`src/rtl/timer_pkg.sv`:
```
`default_nettype none
// ============================================================================
// Module   : timer_pkg
// Purpose  : Register map, FSM state, mode and CTRL bit-field constants for timer_dev.
// Revision : 1.0
// ============================================================================
package timer_pkg;

    localparam logic [1:0] c_addr_ctrl   = 2'd0;
    localparam logic [1:0] c_addr_preset = 2'd1;
    localparam logic [1:0] c_addr_count  = 2'd2;
    localparam logic [1:0] c_addr_rsvd   = 2'd3;

    localparam logic [1:0] c_st_idle = 2'd0;
    localparam logic [1:0] c_st_load = 2'd1;
    localparam logic [1:0] c_st_cnt  = 2'd2;
    localparam logic [1:0] c_st_int  = 2'd3;

    localparam logic [1:0] c_mode_oneshot = 2'b00;
    localparam logic [1:0] c_mode_auto    = 2'b01;

    localparam int c_ctrl_en      = 0;
    localparam int c_ctrl_mode_lo = 1;
    localparam int c_ctrl_mode_hi = 2;
    localparam int c_ctrl_im      = 3;

endpackage
`default_nettype wire

```
`src/rtl/timer_dev.sv`:
```
`default_nettype none
// ============================================================================
// Module   : timer_dev
// Purpose  : Memory-mapped down-counting timer with one-shot / auto-reload
//            modes and a maskable registered interrupt.
// Revision : 1.0
// ============================================================================
module timer_dev
    import timer_pkg::*;
(
    input  logic        clk,
    input  logic        rst_n,
    input  logic [3:2]  addr,
    input  logic        we,
    input  logic [31:0] din,
    output logic [31:0] dout,
    output logic        irq
);

    logic [1:0]  r_state;
    logic [1:0]  w_state_nxt;
    logic        r_en;
    logic [1:0]  r_mode;
    logic        r_im;
    logic [31:0] r_preset;
    logic [31:0] r_count;
    logic        r_pend;
    logic        r_irq;

    logic        w_wr_ctrl;
    logic        w_wr_preset;
    logic        w_en_eff;
    logic        w_auto;
    logic        w_load;
    logic        w_dec;
    logic        w_expire;
    logic        w_hw_clr_en;
    logic        w_hw_clr_pend;
    logic        w_pend_nxt;
    logic        w_im_nxt;

    assign w_wr_ctrl   = we && (addr == c_addr_ctrl);
    assign w_wr_preset = we && (addr == c_addr_preset);
    // A CTRL write in the same cycle takes effect immediately for sequencing.
    assign w_en_eff    = w_wr_ctrl ? din[c_ctrl_en] : r_en;
    assign w_auto      = (r_mode == c_mode_auto);

    always_ff @(posedge clk or negedge rst_n) begin
        if (!rst_n) begin
            r_state <= c_st_idle;
        end else begin
            r_state <= w_state_nxt;
        end
    end

    always_comb begin
        w_state_nxt = r_state;
        if (w_wr_ctrl && !din[c_ctrl_en]) begin
            w_state_nxt = c_st_idle;
        end else if (w_wr_preset && w_en_eff) begin
            w_state_nxt = c_st_load;
        end else begin
            case (r_state)
                c_st_idle: if (w_en_eff) w_state_nxt = c_st_load;
                c_st_load: w_state_nxt = c_st_cnt;
                c_st_cnt: begin
                    if (!w_en_eff)              w_state_nxt = c_st_idle;
                    else if (r_count <= 32'd1)  w_state_nxt = c_st_int;
                end
                c_st_int:  w_state_nxt = w_auto ? c_st_load : c_st_idle;
                default:   w_state_nxt = c_st_idle;
            endcase
        end
    end

    always_comb begin
        w_load        = (r_state == c_st_load) && (w_state_nxt == c_st_cnt);
        w_dec         = (r_state == c_st_cnt)  && (w_state_nxt == c_st_cnt);
        w_expire      = (r_state == c_st_cnt)  && (w_state_nxt == c_st_int);
        w_hw_clr_en   = (r_state == c_st_int)  && !w_auto;
        w_hw_clr_pend = (r_state == c_st_int)  && w_auto;
    end

    // Software writes dominate every hardware set/clear of the same cycle.
    always_comb begin
        w_pend_nxt = r_pend;
        if (w_wr_ctrl || w_wr_preset) w_pend_nxt = 1'b0;
        else if (w_expire)            w_pend_nxt = 1'b1;
        else if (w_hw_clr_pend)       w_pend_nxt = 1'b0;
        w_im_nxt = w_wr_ctrl ? din[c_ctrl_im] : r_im;
    end

    always_ff @(posedge clk or negedge rst_n) begin
        if (!rst_n) begin
            r_en     <= 1'b0;
            r_mode   <= c_mode_oneshot;
            r_im     <= 1'b0;
            r_preset <= 32'd0;
            r_count  <= 32'd0;
            r_pend   <= 1'b0;
            r_irq    <= 1'b0;
        end else begin
            if (w_wr_ctrl) begin
                r_en   <= din[c_ctrl_en];
                r_mode <= din[c_ctrl_mode_hi:c_ctrl_mode_lo];
            end else if (w_hw_clr_en) begin
                r_en   <= 1'b0;
            end
            r_im <= w_im_nxt;
            if (w_wr_preset) r_preset <= din;
            if (w_load)        r_count <= r_preset;
            else if (w_expire) r_count <= 32'd0;
            else if (w_dec)    r_count <= r_count - 32'd1;
            r_pend <= w_pend_nxt;
            r_irq  <= w_pend_nxt & w_im_nxt;
        end
    end

    always_comb begin
        case (addr)
            c_addr_ctrl:   dout = {28'd0, r_im, r_mode, r_en};
            c_addr_preset: dout = r_preset;
            c_addr_count:  dout = r_count;
            default:       dout = 32'd0;
        endcase
    end

    assign irq = r_irq;

endmodule
`default_nettype wire
```
`config.mk`:
```
export PLATFORM = sky130hd
export DESIGN_NAME = timer_dev
export DESIGN_NICKNAME = d
export VERILOG_FILES = /design/src/rtl/timer_pkg.sv /design/src/rtl/timer_dev.sv
export SDC_FILE = /design/constraint.sdc
export NUM_CORES = 1
export LEC_CHECK = 0
export ABC_CLOCK_PERIOD_IN_PS = 3270
export CORE_MARGIN = 4
export CORE_UTILIZATION = 40
export CTS_CLUSTER_DIAMETER = 100
export DETAILED_ROUTE_END_ITERATION = 12
export PLACE_DENSITY = 0.65
export SKIP_CTS_REPAIR_TIMING = 1
export SLEW_MARGIN = 0
export SYNTH_ARGS = -nofsm -noshare
export SYNTH_HDL_FRONTEND = slang
export SYNTH_SLANG_ARGS = --single-unit
```
`constraint.sdc`:
```
create_clock -name clk -period 3.27 [get_ports clk]
set_clock_uncertainty 0.15 [all_clocks]
set_input_delay 0.4905 -clock clk [delete_from_list [all_inputs] [get_ports clk]]
set_output_delay 0.4905 -clock clk [all_outputs]
set_load 0.02 [all_outputs]
```
==> flow_summary_export.csv, run 1 <==
group,metric,value,unit
detailed_routing,drt_iter0_markers,200,
power,power_density,728,nW/um^2
worst_setup_path,crit_path_start_kind,"primary input",
finish,num-nets-final,518,
detailed_routing,wire_per_inst,17.3,microns
flow_run,drv_cap,0,
sta,holdWs,-0.0297,ns
grt,antenna_found_initial,0,
finish,fin_area,5240,sq um
synth,ys_async_sr_fraction,1.00,
synth,synth_warnings,0,
finish,syn2layout_area_growth,27.1,%
floorplanning,ioPinCount,70,
power,p_int,2.25,mW
grt,grt_pass1_wl,18100,microns
worst_setup_path,path_class,"in -> out",
clocking,htree_levels,3,
floorplanning,die_y,110,microns
power,power_frac_comb,0.403,
power,p_sw,1.57,mW
detailed_routing,num_vias,3499,
sta,final.period_utilization,0.898,
sta,finalHoldViolCount,21,
clocking,clock-sinks,72,
finish,antennaDiodeCount,0,
worst_setup_path,endpoint_kind,"primary output",
clocking,path_clk_slew,0.09,ns
sta,period_minus_slack,2.94,ns
floorplanning,core_area,9910,sq um
synth,synth_area,4120,sq um
sta,finalSetupTns,0,ns
grt,grt_use_total,0.193,
power,seqPwrFrac,0.407,
synth,syn-num-nets,451,
clocking,clk-insertion-delay-late,0.36,ns
synth,synth_edf_count,0,
run_status,violations,"negative hold slack",
synth,synth-seq-cells,72,
clocking,cts_root_buf,"clkbuf_8",
detailed_routing,drc,0,
power,clock_power_share,0.190,
grt,grt-ovfl-total,0,
synth,synthTopCellsByCount,"dfrtp_1, mux2_2, o21ai_0",
worst_setup_path,crit_required,2.63,ns
synth,yosys-top-cells-area,"dfrtp_1, mux2_2, a22o_1",
detailed_routing,vias_per_cell,5.67,
floorplanning,initial_utilization,0.416,
grt,grt_max_degree,73,
synth,syn_inst,412,
sta,slew_violations,0,
sta,slew_headroom,0.525,
sta,setup_viol,0,
worst_setup_path,reg2reg_from,"r_count[0]",
power,p_leak,2.05,nW
power,power,3.82,mW
worst_hold_path,hp-class,"in -> async",
placement,post-place-ws,0.346,ns
detailed_routing,drtAntennaViolNets,0,
power,swShare,0.411,
finish,post_route_cells_drive_above_1_share,0.167,
placement,place_area,5050,sq um
worst_setup_path,path_max_fanout,28,
detailed_routing,dr.pass1.iters,4,
clocking,cts_buffers,9,
synth,ys_types,50,
worst_setup_path,arrival,2.30,ns
synth,ys.flop_type,"dfrtp_1",
sta,clock.fmax,340,MHz
grt,grt_pass1_vias,3543,
placement,io_buffer_count,69,
sta,tightest_slew,0.710,ns
synth,ys_seq_area_frac,0.437,
clocking,max-clock-path-buffers,2,
power,ir_drop,0.371,mV
placement,dp_hpwl,7430,microns
floorplanning,rows,36,
floorplanning,dieArea,12000,sq um
detailed_routing,routed_wl,10700,microns
placement,gp_congestion,0.854,
synth,yosysMostFrequentCell,"dfrtp_1",
synth,synth_top_area_share,0.437,
synth,synth_area_per_cell,10.0,sq um
worst_setup_path,setup.worst_path.start,"addr[3]",
sta,fin_ws,0.332,ns
run_status,status,"finished with violations",
synth,synth_area_leader_cell,"dfrtp_1",
clocking,cts_tree,"yes",
floorplanning,die_x,110,microns
sta,rsz0062_at_grt,"false",
## cell type report
cell class                      count  area (sq um)
Timing Repair Buffer               88           866
Tap cell                          133           166
Fill cell                         919          4670
Clock inverter                      6          68.8
Inverter                           10          37.5
Clock buffer                       10           128
Sequential cell                    72          1800
Multi-Input combinational cell    298          2170
## final timing paths
check | to | slack (ns) | cells after the start
setup / recovery | dout[11] | 0.33 | 5
hold / removal | r_mode[1] | -0.03 | 2
setup reg to reg | r_count[19] | 0.53 | 7
min in group clk | r_preset[19] | 0.39 | 1
max in group asynchronous | r_preset[25] | 2.64 | 2
hold reg to reg | r_preset[19] | 0.39 | 1
## metrics by stage
stage                     cells  utilization
after global placement      601        0.509
after CTS                   617        0.529
after detailed placement    601        0.509
after global routing        617        0.529
after floorplan             412            -
final                       617        0.529
## state kept, by name, summed over array words and instances, names as in the netlist
register  flops
irq           1
r_count      32
r_en          1
r_im          1
r_mode        2
r_pend        1
r_preset     32
r_state       2
## power groups by stage
| stage | sequential (mW) | clock, mW | combinational [mW] |
|---|---|---|---|
| final | 1.55 | 0.724 | 1.54 |
| after global placement | 1.55 | 0 | 1.52 |
| after CTS | 1.54 | 0.743 | 1.55 |
| after floorplan | 1.39 | 0 | 1.14 |
| after detailed placement | 1.56 | 0 | 1.54 |
| after global routing | 1.61 | 0.779 | 1.72 |
## layer usage
| layer | vias to the layer above | part of all wire | track usage |
|---|---|---|---|
| li1 | 1718 | - | - |
| met1 | 1680 | 0.46 | 0.266 |
| met2 | 91 | 0.47 | 0.305 |
| met3 | 10 | 0.059 | 0.0487 |
| met4 | 0 | 0.012 | 0.0472 |
| met5 | - | 0 | 0 |
## critical path: stages
cell,delay [ns]
clkdlybuf4s50_1,0.57
nor2b_2,0.24
buf_12,0.19
a22o_1,0.17
clkdlybuf4s50_1,0.61
## logic make-up (layout without fill, tap and decap cells)
group | count (synthesis) | after routing | synth area share
simple gates | 132 | 132 | 0.183
compound gates | 115 | 115 | 0.205
flops | 72 | 72 | 0.437
buf+inv | 42 | 114 | 0.0428
mux | 39 | 39 | 0.105
xor+xnor | 10 | 10 | 0.0212
fa+ha+maj | 2 | 2 | 0.00607
## layout by cell type (no fill, tap or decap), types with 3 or more instances in the layout
cell type and instances:
nand2b_1 5, a22o_1 29, o21ai_0 30, a31oi_1 7
mux2i_1 4, or4b_1 3, o311ai_0 4, buf_4 16
clkdlybuf4s50_1 68, nor2b_1 4, dfrtp_1 72, a22oi_1 26
or3_1 4, nand2_1 23, nor2_1 11, o211ai_1 5
nor4_1 18, nand3_1 28, xnor2_1 10, clkbuf_8 9
nand3b_1 3, nand4b_1 3, mux2_2 35, buf_12 3
or4_1 4, inv_1 10, nor3_1 10
(Power assumes the default switching activity.)
==> run 2: changes to the inputs <==
REMOVE_ABC_BUFFERS = 1   (was unset)
==> flow_summary_export.csv, run 2 (synthesis gave the netlist of run 1 again) <==
group,metric,value,unit
sta,fin_ws,0.223,ns
placement,post-place-ws,0.235,ns
sta,slew_violations,0,
floorplanning,core_area,9910,sq um
finish,reg_top3,"r_count x32, r_preset x32",
worst_setup_path,cp_num_buf_inv,3,
finish,num-nets-final,523,
worst_setup_path,path_max_fanout,16,
sta,finalSetupTns,0,ns
detailed_routing,drc,0,
worst_setup_path,worst-r2r-setup-slack,0.55,ns
placement,dp_hpwl,7970,microns
power,p_leak,2.06,nW
detailed_routing,wire_per_inst,17.7,microns
clocking,max-clock-path-buffers,2,
worst_setup_path,critical_path.max_stage_delay,0.66,ns
sta,setup_viol,0,
sta,rsz0062_at_grt,"false",
detailed_routing,drtAntennaViolNets,0,
flow_run,drv_cap,0,
detailed_routing,drt_iter0_markers,178,
finish,post_route_cells_drive_above_1_share,0.178,
worst_setup_path,reg2reg_from,"r_count[1]",
worst_setup_path,slowest_stage,"clkdlybuf4s50_1",
clocking,clk-insertion-delay-late,0.35,ns
finish,syn2layout_area_growth,27.0,%
sta,finalHoldViolCount,0,
detailed_routing,vias_per_cell,5.82,
floorplanning,dieArea,12000,sq um
worst_setup_path,path_cells,"clkdlybuf4s50_1, nor2b_2, buf_4, a22o_1, clkdlybuf4s50_1",
worst_setup_path,crit_required,2.63,ns
detailed_routing,routed_wl,11000,microns
clocking,cts_buffers,9,
detailed_routing,num_vias,3623,
power,power_density,722,nW/um^2
sta,slew_headroom,0.557,
grt,grt-ovfl-total,0,
floorplanning,die_x,110,microns
grt,antenna_found_initial,0,
finish,antennaDiodeCount,0,
detailed_routing,dr.pass1.iters,4,
clocking,cts_tree,"yes",
floorplanning,initial_utilization,0.416,
grt,grt_max_degree,45,
sta,clock.fmax,328,MHz
finish,final_cells,622,
grt,grt_use_total,0.196,
clocking,clock-sinks,72,
sta,tightest_slew,0.664,ns
floorplanning,rows,36,
grt,grt_pass1_wl,18600,microns
clocking,htree_levels,3,
placement,gp_congestion,0.844,
worst_setup_path,r2r_cells,8,
run_status,status,"complete, no violations",
worst_setup_path,arrival,2.41,ns
placement,io_buffer_count,69,
sta,final.period_utilization,0.932,
worst_setup_path,crit_family,"buffers and inverters",
finish,layout_common_cells,"dfrtp_1, clkdlybuf4s50_1, mux2_2, o21ai_0, a22o_1",
power,ir_drop,0.354,mV
sta,holdWs,0.0157,ns
worst_setup_path,crit_path_start_kind,"primary input",
clocking,path_clk_slew,0.08,ns
power,power,3.78,mW
clocking,cts_root_buf,"clkbuf_8",
placement,placed_cells,606,
worst_setup_path,endpoint_kind,"primary output",
sta,period_minus_slack,3.05,ns
finish,layout_commonest_cell,"dfrtp_1",
worst_setup_path,crit-reg2reg-capture,"irq",
worst_setup_path,path_class,"in -> out",
worst_hold_path,hp-class,"in -> async",
floorplanning,ioPinCount,70,
worst_setup_path,path_common_cell,"clkdlybuf4s50_1",
floorplanning,die_y,110,microns
grt,grt_pass1_vias,3674,
run 2: cell count changes in the layout (fill, tap and decap cells not counted), sizes merged:
cell      previous run  this run
bufinv               1         0
clkinvlp             1         2
buf                 20        25
run 2: power breakdown:
| part | switching (mW) | internal [mW] |
|---|---|---|
| Clock | 0.350 | 0.297 |
| Sequential | 0.398 | 1.16 |
| Combinational | 0.820 | 0.762 |
run 2: worst max-delay path by stage:
stage / start / to / slack, ns / cells past startpoint
final: addr[3] / dout[7] / 0.22 / 5
after global routing: addr[3] / dout[4] / 0.11 / 5
after CTS: addr[3] / dout[7] / 0.22 / 5
after detailed placement: addr[3] / dout[7] / 0.24 / 5
after global placement: addr[3] / dout[17] / 0.27 / 5
after floorplan: we / r_count[13] / -0.25 / 5
run 2: per-stage QoR:
stage,instance area (sq um),util
final,5240,0.529
after CTS,5240,0.529
after global routing,5240,0.529
after detailed placement,5060,0.510
after global placement,5060,0.510
after floorplan,3990,-
run 2: area by class of cell:
cell class,count,area (sq um)
Multi-Input combinational cell,298,2170
Clock buffer,10,138
Fill cell,965,4670
Tap cell,133,166
Clock inverter,6,42.5
Sequential cell,72,1800
Inverter,10,37.5
Timing Repair Buffer,93,878
run 2: layer usage:
metal / vias up / GRT usage / routed length [microns]
met5: - / 0 / 0
met1: 1805 / 0.254 / 4950
met2: 87 / 0.339 / 5480
met4: 0 / 0.0570 / 119
met3: 8 / 0.0311 / 440
li1: 1723 / - / -
==> run 3: changes to the inputs <==
CORE_MARGIN = unset   (was 4)
REMOVE_ABC_BUFFERS = unset   (was 1)
==> flow_summary_export.csv, run 3 (synthesis gave the netlist of run 1 again) <==
group,metric,value,unit
worst_setup_path,path_class,"in -> out",
detailed_routing,dr.pass1.iters,4,
sta,rsz0062_at_grt,"false",
detailed_routing,wire_per_inst,17.2,microns
worst_setup_path,crit-reg2reg-capture,"r_count[19]",
placement,post-place-ws,0.215,ns
power,ir_drop,0.336,mV
clocking,clk-insertion-delay-late,0.34,ns
flow_run,drv_cap,0,
worst_hold_path,hp-class,"in -> async",
finish,layout_commonest_cell,"dfrtp_1",
finish,antennaDiodeCount,0,
clocking,path_clk_slew,0.08,ns
worst_setup_path,path_max_fanout,28,
floorplanning,dieArea,10700,sq um
floorplanning,die_y,104,microns
power,p_leak,2.06,nW
power,p_sw,1.54,mW
sta,clock.fmax,327,MHz
sta,slew_violations,0,
power,power_frac_comb,0.403,
detailed_routing,routed_wl,10700,microns
detailed_routing,num_vias,3599,
finish,final_cells,619,
sta,finalHoldViolCount,0,
detailed_routing,drc,0,
power,seqPwrFrac,0.411,
run_status,status,"complete, no violations",
clocking,cts_root_buf,"clkbuf_8",
worst_setup_path,crit_path_start_kind,"primary input",
detailed_routing,vias_per_cell,5.81,
finish,post_route_cells_drive_above_1_share,0.171,
sta,tightest_slew,0.830,ns
worst_setup_path,crit_required,2.63,ns
grt,grt_use_total,0.207,
power,power,3.81,mW
power,clock_power_share,0.186,
floorplanning,core_area,9860,sq um
clocking,max-clock-path-buffers,2,
clocking,cts_tree,"yes",
clocking,cts_buffers,9,
worst_setup_path,reg2reg_from,"r_count[0]",
clocking,htree_levels,3,
placement,placed_cells,603,
placement,gp_congestion,0.854,
grt,grt_pass1_wl,18300,microns
sta,finalSetupTns,0,ns
grt,grt_max_degree,39,
finish,reg_top3,"r_count x32, r_preset x32",
finish,syn2layout_area_growth,27.2,%
power,p_int,2.26,mW
sta,fin_ws,0.213,ns
grt,grt_pass1_vias,3566,
power,power_density,726,nW/um^2
worst_setup_path,endpoint_kind,"primary output",
sta,final.period_utilization,0.935,
power,swShare,0.405,
grt,antenna_found_initial,0,
worst_setup_path,worst-r2r-setup-slack,0.64,ns
sta,holdWs,0.0984,ns
worst_setup_path,setup.worst_path.start,"addr[3]",
detailed_routing,drtAntennaViolNets,0,
worst_setup_path,endpoint,"dout[11]",
worst_setup_path,r2r_cells,7,
floorplanning,rows,36,
sta,setup_viol,0,
sta,period_minus_slack,3.06,ns
detailed_routing,drt_iter0_markers,215,
grt,grt-ovfl-total,0,
floorplanning,die_x,104,microns
floorplanning,ioPinCount,70,
finish,num-nets-final,520,
worst_setup_path,arrival,2.42,ns
floorplanning,initial_utilization,0.418,
sta,slew_headroom,0.446,
finish,layout_common_cells,"dfrtp_1, clkdlybuf4s50_1, mux2_2, o21ai_0, a22o_1",
placement,dp_hpwl,7520,microns
clocking,clock-sinks,72,
placement,io_buffer_count,69,
run 3: cell types whose count changed in the layout (fill, tap and decap cells not counted):
cell	before	now
buf_4	23	19
buf_12	1	2
bufinv_16	0	1
clkbuf_1	0	1
clkinvlp_4	2	1
inv_6	1	0
run 3: final cells by class:
class | instances | area (sq um)
clock buffers | 11 | 141
clock inverters | 5 | 56.3
fillers | 904 | 4620
inverters | 10 | 37.5
multi-input cells | 298 | 2170
flip-flops and latches | 72 | 1800
well taps | 133 | 166
repair buffers | 90 | 868
run 3: per-layer routing:
| metal | GRT usage | up-vias | part of all wire |
|---|---|---|---|
| li1 | - | 1715 | - |
| met1 | 0.289 | 1765 | 0.48 |
| met2 | 0.332 | 107 | 0.46 |
| met3 | 0.0321 | 12 | 0.048 |
| met4 | 0.0600 | 0 | 0.011 |
| met5 | 0 | - | 0 |
run 3: how the worst min path moves through the flow:
| stage | slack [ns] | cells after the start | start | endpoint |
|---|---|---|---|---|
| detailed placement | 0.36 | 2 | r_preset[0] | r_preset[0] |
| global route | 0.16 | 1 | rst_n | r_im |
| finish | 0.1 | 1 | rst_n | r_preset[3] |
| floorplan | 0.04 | 0 | rst_n | irq |
| global placement | 0.36 | 2 | r_preset[0] | r_preset[0] |
| CTS | 0.12 | 1 | rst_n | r_preset[3] |
run 3: metrics by stage:
| step | utilization | instance area [sq um] |
|---|---|---|
| global placement | 0.512 | 5050 |
| floorplan | - | 4120 |
| detailed placement | 0.512 | 5050 |
| finish | 0.532 | 5250 |
| CTS | 0.532 | 5250 |
| global route | 0.532 | 5250 |
run 3: worst max-delay path, stage by stage:
cell	delay (ns)
clkdlybuf4s50_1	0.69
nor2b_2	0.26
buf_12	0.20
a22o_1	0.16
clkdlybuf4s50_1	0.60
run 3: power groups by stage:
stage                     clock [mW]  combinational, mW  sequential (mW)
final                          0.708               1.54             1.56
after global routing           0.749               1.70             1.62
after CTS                      0.717               1.54             1.55
after detailed placement           0               1.54             1.57
after global placement             0               1.50             1.56
after floorplan                    0               1.14             1.39
==> patch: new RTL, config.mk and constraints of run 1 <==
Remove the register `r_irq`: a continuous assignment takes its place, so the output `irq` follows one clock earlier.
--- a/src/rtl/timer_dev.sv
+++ b/src/rtl/timer_dev.sv
@@ -98,7 +98,6 @@
             r_preset <= 32'd0;
             r_count  <= 32'd0;
             r_pend   <= 1'b0;
-            r_irq    <= 1'b0;
         end else begin
             if (w_wr_ctrl) begin
                 r_en   <= din[c_ctrl_en];
@@ -112,9 +111,10 @@
             else if (w_expire) r_count <= 32'd0;
             else if (w_dec)    r_count <= r_count - 32'd1;
             r_pend <= w_pend_nxt;
-            r_irq  <= w_pend_nxt & w_im_nxt;
         end
     end
+
+    assign r_irq = w_pend_nxt & w_im_nxt;
 
     always_comb begin
         case (addr)
Behaviour: not the same (Yosys sat finds a counterexample within 4 cycles, from zero or initial values and one cycle with rst_n low).
==> patch against run 1 <==
  * Power rose by 3.3%
  * Fmax down 7.6%
  * Synthesized area fell by 0.61%
  * Sequential cell count decreased by 1
  * Final area rose by 3.5%
  * Global-route usage rose by 0.84 points
  * Wire length rose by 8.0%
  * Setup slack worse by 0.24 ns
==> patch: results (changes against run 1) <==
WP data arrival - 2.54 ns (+0.24 ns)
Layout cells sized above 1 - 22.74% (+6.0 points)
Multi-input logic area - 2181 um^2 (+0.29%)
Sequential cell area share - 32.76% (-1.6 points)
FF-to-FF Start - r_count[29]
Vias in the first global route - 3870 (+9.2%)
Port Buffer Count - 69 (unchanged)
Dpl hpwl - 8.056 mm (+8.4%)
Hold WS - 0.04538 ns (+0.07507 ns)
Pin count of the biggest net entering global routing - 35 (-52%)
Rel. slew slack - 53.27% (+0.77 points)
Ranking of synthesized cells by area - dfrtp_1 (43%), mux2_2 (9.6%), a22o_1 (6.2%), a22oi_1 (4.8%), o21ai_0 (3.7%)
Top Consumer - combinational logic
Outcome - complete, no violations
Placement Setup Slack - -0.09491 ns (-0.4405 ns)
# fillers - 874 (-4.9%)
Register bit total from synthesis - 71 (-1.4%)
Critical path peak fanout - 2 (-93%)
Nets@finish - 553 (+6.8%)
Initial DRT Pass Iterations - 5 (+1)
R2r setup slk - 0.62 ns (+0.09 ns)
Worst-skew pair later-pin latency - 0.34 ns (-0.02 ns)
GRT Resource Usage Total - 20.12% (+0.84 points)
Final instance count without filler cells - 652 (+5.7%)
Routed wire per std cell - 17.69 um (+2.2%)
Peak supply drop - 0.0003235 V (-13%)
Number of synthesis warnings - 0 (unchanged)
Placed cell area - 5266 um^2 (+4.4%)
Number of DRC markers in iteration 0 - 185 (-7.5%)
Layout clock area frac - 2.884% (-0.86 points)
Top cell category - multi-input combinational cells
Slowest cell on the critical path - or4_1
Layout clock buffers - 11 (+1)
Placed Cells - 636 (+5.8%)
Post-synth top cells - dfrtp_1 (71), mux2_2 (35), o21ai_0 (30), a22o_1 (29), nand3_1 (28)
Final GP Congestion - 0.8932 (+4.6%)
Seq. pwr - 1.37 mW (-12%)
Buffers excl. clock - 124 (+41%)
Crit path max-delay family - simple AND/OR/NAND/NOR gates
CTS clk-pin slew, worst paths - 0.07 ns (-0.02 ns)
First-pass GRT wire length - 19.13 mm (+5.5%)
Multi-input logic portion of the cell area - 40.21% (-1.3 points)
Leak Pwr - 2.198 nW (+7.2%)
Syn Nets - 450 (-0.22%)
R2R depth - 6 (-1)
Synth Instances - 411 (-0.24%)
Clock Power Share - 15.3% (-3.7 points)
R2r endpoint - r_count[29]
Buffering overhead - 20.39% (+3.9 points)
Sequential fraction of the synthesis area - 43.35% (-0.34 points)
P_clk - 0.603 mW (-17%)
Internal power component - 2.343 mW (+4.1%)
Max incr delay on CP - 0.53 ns (-0.08 ns)
Via count - 3775 (+7.9%)
Syn_area_per_cell - 9.973 um^2 (-0.36%)
-- patch: cells by family (layout without fill, tap and decap cells) --
family                     count (synthesis)  after routing  share of synthesized area, %
AOI/OAI and AO/OA                        115            115                         20.64
xor gates and xnor gates                  10             10                         2.137
adders and majority gates                  2              2                        0.6104
buffers and inverters                     42            150                         4.304
DFF                                       71             71                         43.35
muxes                                     39             39                         10.59
and+or+nand+nor                          132            132                         18.38
-- patch: per-layer routing --
layer	part of all wire [%]	GRT usage, %	wire (um)	vias up
met5	0	0	0	-
met2	48	33.51	5577	106
met1	45	27.13	5209	1862
met4	1.2	5.610	142	0
met3	5.2	3.256	605	15
li1	-	-	-	1792
-- patch: how the worst max path moves through the flow --
stage / slack, ns / start / end / cells after the start
after floorplan: 0.50 / r_count[29] / irq / 5
after global placement: -0.06 / we / irq / 7
after detailed placement: -0.09 / we / irq / 7
after CTS: -0.36 / r_count[29] / irq / 6
after global routing: 0.01 / addr[2] / dout[31] / 8
final: 0.09 / r_count[29] / irq / 6
